### config.mk
export PLATFORM = sky130hd
export DESIGN_NAME = spi_pixel_writer
export DESIGN_NICKNAME = d
export VERILOG_FILES = /design/src/rtl/spi_pixel_pkg.sv /design/src/rtl/spi_frame_rx.sv /design/src/rtl/spi_pixel_writer.sv
export SDC_FILE = /design/constraint.sdc
export NUM_CORES = 1
export LEC_CHECK = 0
export ABC_AREA = 1
export CORE_UTILIZATION = 58
export CTS_CLUSTER_DIAMETER = 150
export DETAILED_ROUTE_END_ITERATION = 16
export GPL_TIMING_DRIVEN = 0
export PLACE_DENSITY = 0.79
export SLEW_MARGIN = 20
export SYNTH_ARGS = -nofsm -noshare
export SYNTH_HDL_FRONTEND = slang
export SYNTH_SLANG_ARGS = --single-unit
### constraint.sdc
create_clock -name clk_in -period 2.01 [get_ports clk_in]
set_input_delay 0.3015 -clock clk_in [delete_from_list [all_inputs] [get_ports clk_in]]
set_output_delay 0.3015 -clock clk_in [all_outputs]
set_load 0.05 [all_outputs]
### src/rtl/spi_pixel_pkg.sv
// spi_pixel_pkg
//   Shared definitions for the SPI pixel writer: command opcodes, the 32-bit
//   frame layout, and the fill FSM state encoding.
//   Frame layout, MSB first on the wire:
//     [31:24] opcode, [23:18] x, [17:12] y, [11:0] colour (RGB444)
package spi_pixel_pkg;

    localparam int unsigned FRAME_BITS     = 32;
    localparam int unsigned CMD_DIM_BITS   = 6;
    localparam int unsigned CMD_COLOR_BITS = 12;

    localparam logic [7:0] OP_WRITE_PIXEL = 8'h01;
    localparam logic [7:0] OP_FILL        = 8'h02;

    typedef struct packed {
        logic [7:0]                op;
        logic [CMD_DIM_BITS-1:0]   x;
        logic [CMD_DIM_BITS-1:0]   y;
        logic [CMD_COLOR_BITS-1:0] color;
    } pixel_cmd_t;

    typedef enum logic {
        IDLE,
        FILL
    } writer_state_t;

    // True for the opcodes that produce a command; anything else is dropped.
    function automatic logic is_cmd_op(input logic [7:0] op);
        return (op == OP_WRITE_PIXEL) || (op == OP_FILL);
    endfunction

endpackage

### src/rtl/spi_frame_rx.sv
// spi_frame_rx
//   Oversampling SPI mode-0 slave receiver. Synchronizes sck/cs_n/mosi into
//   the i_clk domain, detects sck rising edges and shifts mosi MSB first.
//   Emits a one-cycle o_frame_valid pulse each time 32 bits have been
//   collected inside one cs_n window; o_frame_data holds the frame in that
//   cycle. Any cs_n edge zeroes the bit counter, discarding a partial frame.
// Ports:
//   i_clk, i_reset_n       system clock, synchronous active-low reset
//   i_sck, i_cs_n, i_mosi  asynchronous SPI pins
//   o_frame_valid          one-cycle pulse, frame complete
//   o_frame_data           received 32-bit frame
module spi_frame_rx
    import spi_pixel_pkg::*;
#(
    parameter int unsigned SYNC_STAGES = 2
) (
    input  logic                  i_clk,
    input  logic                  i_reset_n,
    input  logic                  i_sck,
    input  logic                  i_cs_n,
    input  logic                  i_mosi,
    output logic                  o_frame_valid,
    output logic [FRAME_BITS-1:0] o_frame_data
);

    logic [SYNC_STAGES-1:0] r_sck_sync;
    logic [SYNC_STAGES-1:0] r_cs_sync;
    logic [SYNC_STAGES-1:0] r_mosi_sync;
    logic                   r_sck_prev;
    logic                   r_cs_prev;
    logic [4:0]             r_bit_cnt;
    logic [FRAME_BITS-1:0]  r_shift;
    logic                   r_frame_valid;

    logic w_sck;
    logic w_cs_n;
    logic w_mosi;
    logic w_sck_rise;
    logic w_cs_edge;

    assign w_sck  = r_sck_sync[SYNC_STAGES-1];
    assign w_cs_n = r_cs_sync[SYNC_STAGES-1];
    assign w_mosi = r_mosi_sync[SYNC_STAGES-1];

    // Edges are taken between the last synchronized sample and the one
    // before it; mosi passes through the same depth so it stays aligned.
    assign w_sck_rise = w_sck & ~r_sck_prev;
    assign w_cs_edge  = w_cs_n ^ r_cs_prev;

    always_ff @(posedge i_clk) begin
        if (!i_reset_n) begin
            r_sck_sync    <= '0;
            r_cs_sync     <= '1;
            r_mosi_sync   <= '0;
            r_sck_prev    <= 1'b0;
            r_cs_prev     <= 1'b1;
            r_bit_cnt     <= '0;
            r_shift       <= '0;
            r_frame_valid <= 1'b0;
        end else begin
            r_sck_sync    <= {r_sck_sync[SYNC_STAGES-2:0], i_sck};
            r_cs_sync     <= {r_cs_sync[SYNC_STAGES-2:0], i_cs_n};
            r_mosi_sync   <= {r_mosi_sync[SYNC_STAGES-2:0], i_mosi};
            r_sck_prev    <= w_sck;
            r_cs_prev     <= w_cs_n;
            r_frame_valid <= 1'b0;
            if (w_cs_edge) begin
                r_bit_cnt <= '0;
            end else if (w_sck_rise && !w_cs_n) begin
                r_shift <= {r_shift[FRAME_BITS-2:0], w_mosi};
                if (r_bit_cnt == 5'd31) begin
                    r_bit_cnt     <= '0;
                    r_frame_valid <= 1'b1;
                end else begin
                    r_bit_cnt <= r_bit_cnt + 5'd1;
                end
            end
        end
    end

    assign o_frame_valid = r_frame_valid;
    assign o_frame_data  = r_shift;

endmodule

### src/rtl/spi_pixel_writer.sv
// spi_pixel_writer
//   Decodes 32-bit SPI command frames into pixel-memory write strobes.
//   WRITE_PIXEL writes one pixel; FILL sweeps the whole framebuffer (x inner,
//   y outer) with one colour. A one-entry pending register buffers a command
//   that arrives while a fill runs; a command arriving while it is full is
//   dropped and sets the sticky overflow flag.
// Ports:
//   clk_in, reset_n        system clock, synchronous active-low reset
//   sck, cs_n, mosi        asynchronous SPI mode-0 slave pins
//   write_en               one-cycle pixel write strobe
//   write_x, write_y       pixel coordinates (held when write_en is low)
//   write_color            RGB444 colour (held when write_en is low)
//   busy                   fill running or a command pending
//   overflow               sticky dropped-command flag
module spi_pixel_writer
    import spi_pixel_pkg::*;
#(
    parameter int unsigned SYNC_STAGES = 2,
    parameter int unsigned DIM_BITS    = 6,
    parameter int unsigned COLOR_BITS  = 12
) (
    input  logic                  clk_in,
    input  logic                  reset_n,
    input  logic                  sck,
    input  logic                  cs_n,
    input  logic                  mosi,
    output logic                  write_en,
    output logic [DIM_BITS-1:0]   write_x,
    output logic [DIM_BITS-1:0]   write_y,
    output logic [COLOR_BITS-1:0] write_color,
    output logic                  busy,
    output logic                  overflow
);

    logic                  w_frame_valid;
    logic [FRAME_BITS-1:0] w_frame_data;
    pixel_cmd_t            w_cmd;
    logic                  w_cmd_ok;

    writer_state_t         r_state;
    writer_state_t         w_state_next;
    pixel_cmd_t            r_pend;
    logic                  r_pend_valid;
    logic                  r_overflow;
    logic                  w_pop;

    logic                  r_write_en;
    logic [DIM_BITS-1:0]   r_write_x;
    logic [DIM_BITS-1:0]   r_write_y;
    logic [COLOR_BITS-1:0] r_write_color;
    logic                  w_we_next;
    logic [DIM_BITS-1:0]   w_x_next;
    logic [DIM_BITS-1:0]   w_y_next;
    logic [COLOR_BITS-1:0] w_color_next;

    spi_frame_rx #(
        .SYNC_STAGES (SYNC_STAGES)
    ) u_rx (
        .i_clk         (clk_in),
        .i_reset_n     (reset_n),
        .i_sck         (sck),
        .i_cs_n        (cs_n),
        .i_mosi        (mosi),
        .o_frame_valid (w_frame_valid),
        .o_frame_data  (w_frame_data)
    );

    assign w_cmd    = pixel_cmd_t'(w_frame_data);
    assign w_cmd_ok = w_frame_valid && is_cmd_op(w_cmd.op);

    // Output registers double as the fill sweep counters: during FILL the
    // strobe currently on write_x/write_y is the one just issued.
    always_comb begin
        w_state_next = r_state;
        w_pop        = 1'b0;
        w_we_next    = 1'b0;
        w_x_next     = r_write_x;
        w_y_next     = r_write_y;
        w_color_next = r_write_color;
        case (r_state)
            IDLE: begin
                if (r_pend_valid) begin
                    w_pop        = 1'b1;
                    w_we_next    = 1'b1;
                    w_color_next = COLOR_BITS'(r_pend.color);
                    if (r_pend.op == OP_FILL) begin
                        w_state_next = FILL;
                        w_x_next     = '0;
                        w_y_next     = '0;
                    end else begin
                        w_x_next = DIM_BITS'(r_pend.x);
                        w_y_next = DIM_BITS'(r_pend.y);
                    end
                end
            end
            FILL: begin
                if ((r_write_x == '1) && (r_write_y == '1)) begin
                    w_state_next = IDLE;
                end else begin
                    w_we_next = 1'b1;
                    if (r_write_x == '1) begin
                        w_x_next = '0;
                        w_y_next = r_write_y + DIM_BITS'(1);
                    end else begin
                        w_x_next = r_write_x + DIM_BITS'(1);
                    end
                end
            end
            default: w_state_next = IDLE;
        endcase
    end

    always_ff @(posedge clk_in) begin
        if (!reset_n) begin
            r_state       <= IDLE;
            r_write_en    <= 1'b0;
            r_write_x     <= '0;
            r_write_y     <= '0;
            r_write_color <= '0;
        end else begin
            r_state       <= w_state_next;
            r_write_en    <= w_we_next;
            r_write_x     <= w_x_next;
            r_write_y     <= w_y_next;
            r_write_color <= w_color_next;
        end
    end

    // The pop is evaluated before the load, so an idle writer can accept a
    // new command in the same cycle it drains the slot.
    always_ff @(posedge clk_in) begin
        if (!reset_n) begin
            r_pend       <= '0;
            r_pend_valid <= 1'b0;
            r_overflow   <= 1'b0;
        end else if (w_cmd_ok) begin
            if (r_pend_valid && !w_pop) begin
                r_overflow <= 1'b1;
            end else begin
                r_pend       <= w_cmd;
                r_pend_valid <= 1'b1;
            end
        end else if (w_pop) begin
            r_pend_valid <= 1'b0;
        end
    end

    assign write_en    = r_write_en;
    assign write_x     = r_write_x;
    assign write_y     = r_write_y;
    assign write_color = r_write_color;
    assign busy        = (r_state == FILL) || r_pend_valid;
    assign overflow    = r_overflow;

endmodule
# Word-level counts from Yosys, hierarchy flattened
# Index checks and enable logic that the tools add are counted.
[totals]
register_bits = 106
word_cells = 80
output_inout_bits = 27
input_bits = 5
[classes]
reduce_logical = 18
mux = 22
n_eq_ne = 10
bitwise_logic = 8
n_addsub = 3
[op_table]
columns = ["cell", "n"]
rows = [
  ["$mux W6", 8],
  ["$pmux W6 S2", 2],
  ["$eq A8 B2 Y1 const B", 2],
  ["$add A6 B1 Y6 const B", 2],
  ["$eq A6 B6 Y1 const B", 2],
  ["$reduce_and A2 Y1", 6],
  ["$mux W1", 9],
  ["$eq A8 B1 Y1 const B", 1],
  ["$ne A2 B2 Y1 const B", 3],
  ["$not A1 Y1", 6],
  ["$add A5 B1 Y5 const B", 1],
  ["$eq A5 B5 Y1 const B", 1],
  ["$mux W5", 1],
  ["$logic_and A1 B1 Y1", 4],
  ["$pmux W1 S2", 2],
  ["$reduce_and A3 Y1", 1],
  ["$reduce_or A3 Y1", 1],
  ["$logic_not A1 Y1", 2],
  ["$logic_or A1 B1 Y1", 2],
  ["$ne A2 B1 Y1 const B", 1],
  ["$reduce_bool A2 Y1", 1],
  ["$reduce_or A2 Y1", 1],
  ["$and A1 B1 Y1", 1],
  ["$xor A1 B1 Y1", 1],
]

# Longest topological paths before layout
[logic_depth]
ltp_word = 6
mapped_depth = 10
mapped_depth_nobuf = 10

# Hierarchy
# A second synthesis with hierarchy kept.
[unflattened]
cells_unflattened = 642
hier_area_um2 = 4478.0
[by_module_without_submodules]
columns = ["module", "seq_area_each_um2", "instances", "area_per_inst_um2", "cells_per_inst"]
rows = [
  ["spi_pixel_writer", 1201.2, 1, 2603.7, 371],
  ["spi_frame_rx", 920.9, 1, 1874.3, 271],
]

# Least setup slack after synthesis
# No wires, ideal clock.
[synth_path]
path_kind = "register to register"
startpoint = "reg r_write_y[0] (netlist: write_y[0])"
endpoint = "reg r_write_x[5] (netlist: write_x[5])"
t_arrival_ns = 1.745
path_slack_ns = 0.155
stages_incl_launch_ff = 9
path_cell_list = "dfxtp_1 > ha_1 > nand3_1 > o21bai_4 > nand3_1 > nand2_1 > nand3_1 > nand2_1 > inv_1"
[synth_between]
elab_chain_len = 4
[synth_lines]
columns = ["element", "line", "text"]
rows = [
  ["from (decl)", "spi_pixel_writer.sv:49", "logic [DIM_BITS-1:0] r_write_y;"],
  ["from (signal assigned)", "spi_pixel_writer.sv:124", "r_write_y <= w_y_next;"],
  ["$eq A6 B6 Y1", "spi_pixel_writer.sv:97", "if ((r_write_x == '1) && (r_write_y == '1)) begin"],
  ["$logic_and A1 B1 Y1", "spi_pixel_writer.sv:97", ""],
  ["$ne A2 B2 Y1 (no line)", "n/a", ""],
  ["$reduce_and A2 Y1 (no line)", "n/a", ""],
  ["to (signal assigned)", "spi_pixel_writer.sv:123", "r_write_x <= w_x_next;"],
  ["to (decl)", "spi_pixel_writer.sv:48", "logic [DIM_BITS-1:0] r_write_x;"],
]
# No other way between the ends.
# A chain may end at the register's enable or synchronous reset.

# Final worst setup path
[layout_path]
startpoint = "reg r_write_x[0] (netlist: write_x[0])"
endpoint = "out write_x[0]"
[layout_rtl]
columns = ["element", "line", "text"]
rows = [
  ["to (decl)", "spi_pixel_writer.sv:28", "output logic [DIM_BITS-1:0] write_x,"],
]
# No word-level cell between the ends.

==> out/metrics.cfg <==
[clock_tree]
path_clk_slew_ps = 90
postCtsSetupBuffers = 0
htreeDepth = 3
cts_tree = done
clk_path_buf_depth = 2
cts_hold_buffers = 0
root_buffer = clkbuf_8
numCtsBuffers = 9
clk_latency_ps = 370
clock_sinks = 106

[worst_setup_path]
path_buf_inv = 1
rrSetupSlack_ps = 300
cp.arrival_ps = 1630
reg2reg_from = write_x[0]
cpMaxStageDelayCell = clkdlybuf4s50_1
reg2reg_depth = 8
endpoint_kind = primary output
cp_cell_sequence = clkdlybuf4s50_1
r2r-end = write_x[5]
cp.required_ps = 1710
slowest_delay_ps = 840
worstSetupPathType = reg -> out
crit_family = buffers and inverters
startpoint_type = register
cp_max_fo = 6

[yosys]
synth_top_area_cell = dfxtp_1
syn-cell-area_um2 = 4370
synth_area_per_cell_um2 = 7.38
syn_inst = 592
ys_ff_latch = 106
synth_nets = 601
seq_area_frac_synth = 0.486
yosysUniqueCellTypes = 31
netlist.area_leader.share = 0.486
ys_warn_count = 0
synth.area.top_cells = dfxtp_1 (49%), nor2_1 (9.3%), o21ai_0 (8.0%), inv_1 (7.8%), nand2_1 (7.3%)

[detailed_routing]
vias = 3686
drc_errors = 0
first_pass_iters = 5
antenna_left = 0
routed_wl_um = 9030
post_drt_wl_per_cell_um = 12.2
drt_iter0_markers = 210
drt-vias-per-instance = 4.99

[floorplan]
io_pins = 32
initial_core_util = 0.603
floorplan.core_area_um2 = 7250
dieArea_um2 = 7890
placementRows = 31
fp.dieH_um = 88.8
die_w_um = 88.8

[sta]
max_freq_mhz = 517
period_share = 0.961
final_max_slew_viol_count = 0
fin_skew_ps = 9.98
slew-limit-headroom = 0.601
timing.hold.ws_ps = 424
rsz0062_at_grt = no
tightest_slew_ps = 598
hold_viol = 0
fin_crit_ps = 1930
setup_viol = 0

[grt]
grtUsageTotal = 0.247
globalRouteMet3Util = 0.0420
grtUsageMet1 = 0.325
grt_pass1_vias = 3286
met2_usage = 0.406
antenna_found_initial = 0
grt_max_degree = 19
gr-max-usage-layer = met2
grt_pass1_wl_um = 14900
gr-total-overflow = 0

[hold_path]
worstHoldEndpoint = u_rx.r_mosi_sync[1]
worstHoldStart = u_rx.r_mosi_sync[0]
hold_path_class = reg -> reg
hold_depth = 2

[final_layout]
regArea_um2 = 2120
multiInputGateArea_um2 = 1750
fin_area_um2 = 5040
drive_gt1_frac = 0.0782
final_cell_mix = nor2_1 (108), dfxtp_1 (106), inv_1 (91), nand2_1 (85), o21ai_0 (70)
fillers = 634
mostFrequentLayoutCell = nor2_1
area_growth_pct = 15.2
n_antenna_cell = 0
layout.nets = 643

[flow_run]
maxCapViolCount = 0

[placement]
dpl_cell_area_um2 = 4800
dp_hpwl_um = 6450
io_buffers = 31
place_congestion = 0.801

[run_status]
run_status = completed

[power]
ir_worst_vdd_mv = 0.375
powerDensity_nw_per_um2 = 729
cellLeakagePower_nw = 2.19
fin_total_pwr_mw = 3.67

-- registers in the layout, summed over array words and instances (netlist names), 2 cells and up --
register and flops:
r_pend 32, u_rx.o_frame_data 32, u_rx.r_bit_cnt 5, u_rx.r_cs_sync 2, u_rx.r_mosi_sync 2, u_rx.r_sck_sync 2
write_color 12, write_x 6, write_y 6
-- cell type report --
| type | instances | area share |
|---|---|---|
| Tap cell | 99 | 0.0246 |
| Multi-Input combinational cell | 368 | 0.348 |
| Timing Repair Buffer | 31 | 0.0629 |
| Clock inverter | 6 | 0.0194 |
| Inverter | 91 | 0.0678 |
| Clock buffer | 10 | 0.0253 |
| Sequential cell | 106 | 0.421 |
| Buffer | 27 | 0.0311 |
-- how the worst max path moves through the flow --
stage / slack (ps) / to / from / cells past startpoint
global route: 4 / write_x[0] / write_x[0] / 1
global placement: -20 / u_rx.o_frame_data[9] / reset_n / 5
detailed placement: -60 / u_rx.o_frame_data[9] / reset_n / 5
CTS: 50 / write_y[0] / write_y[0] / 1
finish: 80 / write_x[0] / write_x[0] / 1
floorplan: 160 / write_x[5] / write_y[0] / 8
-- through the flow --
stage,setup WS (ps),setup TNS (ps),utilization,std cells
4_1_cts,47.3,0,0.693,738
3_3_place_gp,-18.0,-87.9,0.662,722
5_1_grt,3.78,0,0.694,738
6_report,77.6,0,0.694,738
2_1_floorplan,155,0,-,592
3_5_place_dp,-63.2,-360,0.662,722
-- synth_stat cells, drive strengths merged --
library cell  instances
and2                  1
clkbuf               16
xor2                  4
nand4                 2
xnor2                 2
ha                    4
o21ai                78
o21a                  1
a21oi                26
dfxtp               106
or2                   5
inv                  91
nand2                96
nand3                31
a21o                  1
buf                  11
o21bai                2
o211ai                1
nor3                  4
nor2                110
-- power breakdown --
group	total (mW)	leakage [nW]	internal [mW]	switching, mW
registers	2.11	0.855	2.11	0.00386
logic	0.0913	1.22	0.0295	0.0619
clock network	1.47	0.113	0.723	0.745
total	3.67	2.19	2.86	0.811
-- cells by family after synthesis --
family	synth area share
AO/OA/AOI/OAI	0.133
buffers and inverters	0.114
flip-flops	0.486
adder cells (fa/ha/maj)	0.0115
AND/OR/NAND/NOR	0.244
XOR/XNOR	0.0120
-- layer usage --
layer | vias up | wire, um
met2 | 95 | 4210
met4 | 0 | 129
met3 | 14 | 470
met1 | 1661 | 4210
li1 | 1916 | -
met5 | - | 0
-- what timing repair did --
action | CTS | global route
pin swaps | 0 | 0
setup endpoints to repair | 1 | 3
gates resized for setup | 1 | 3
Power figures use the tool's default switching activity.
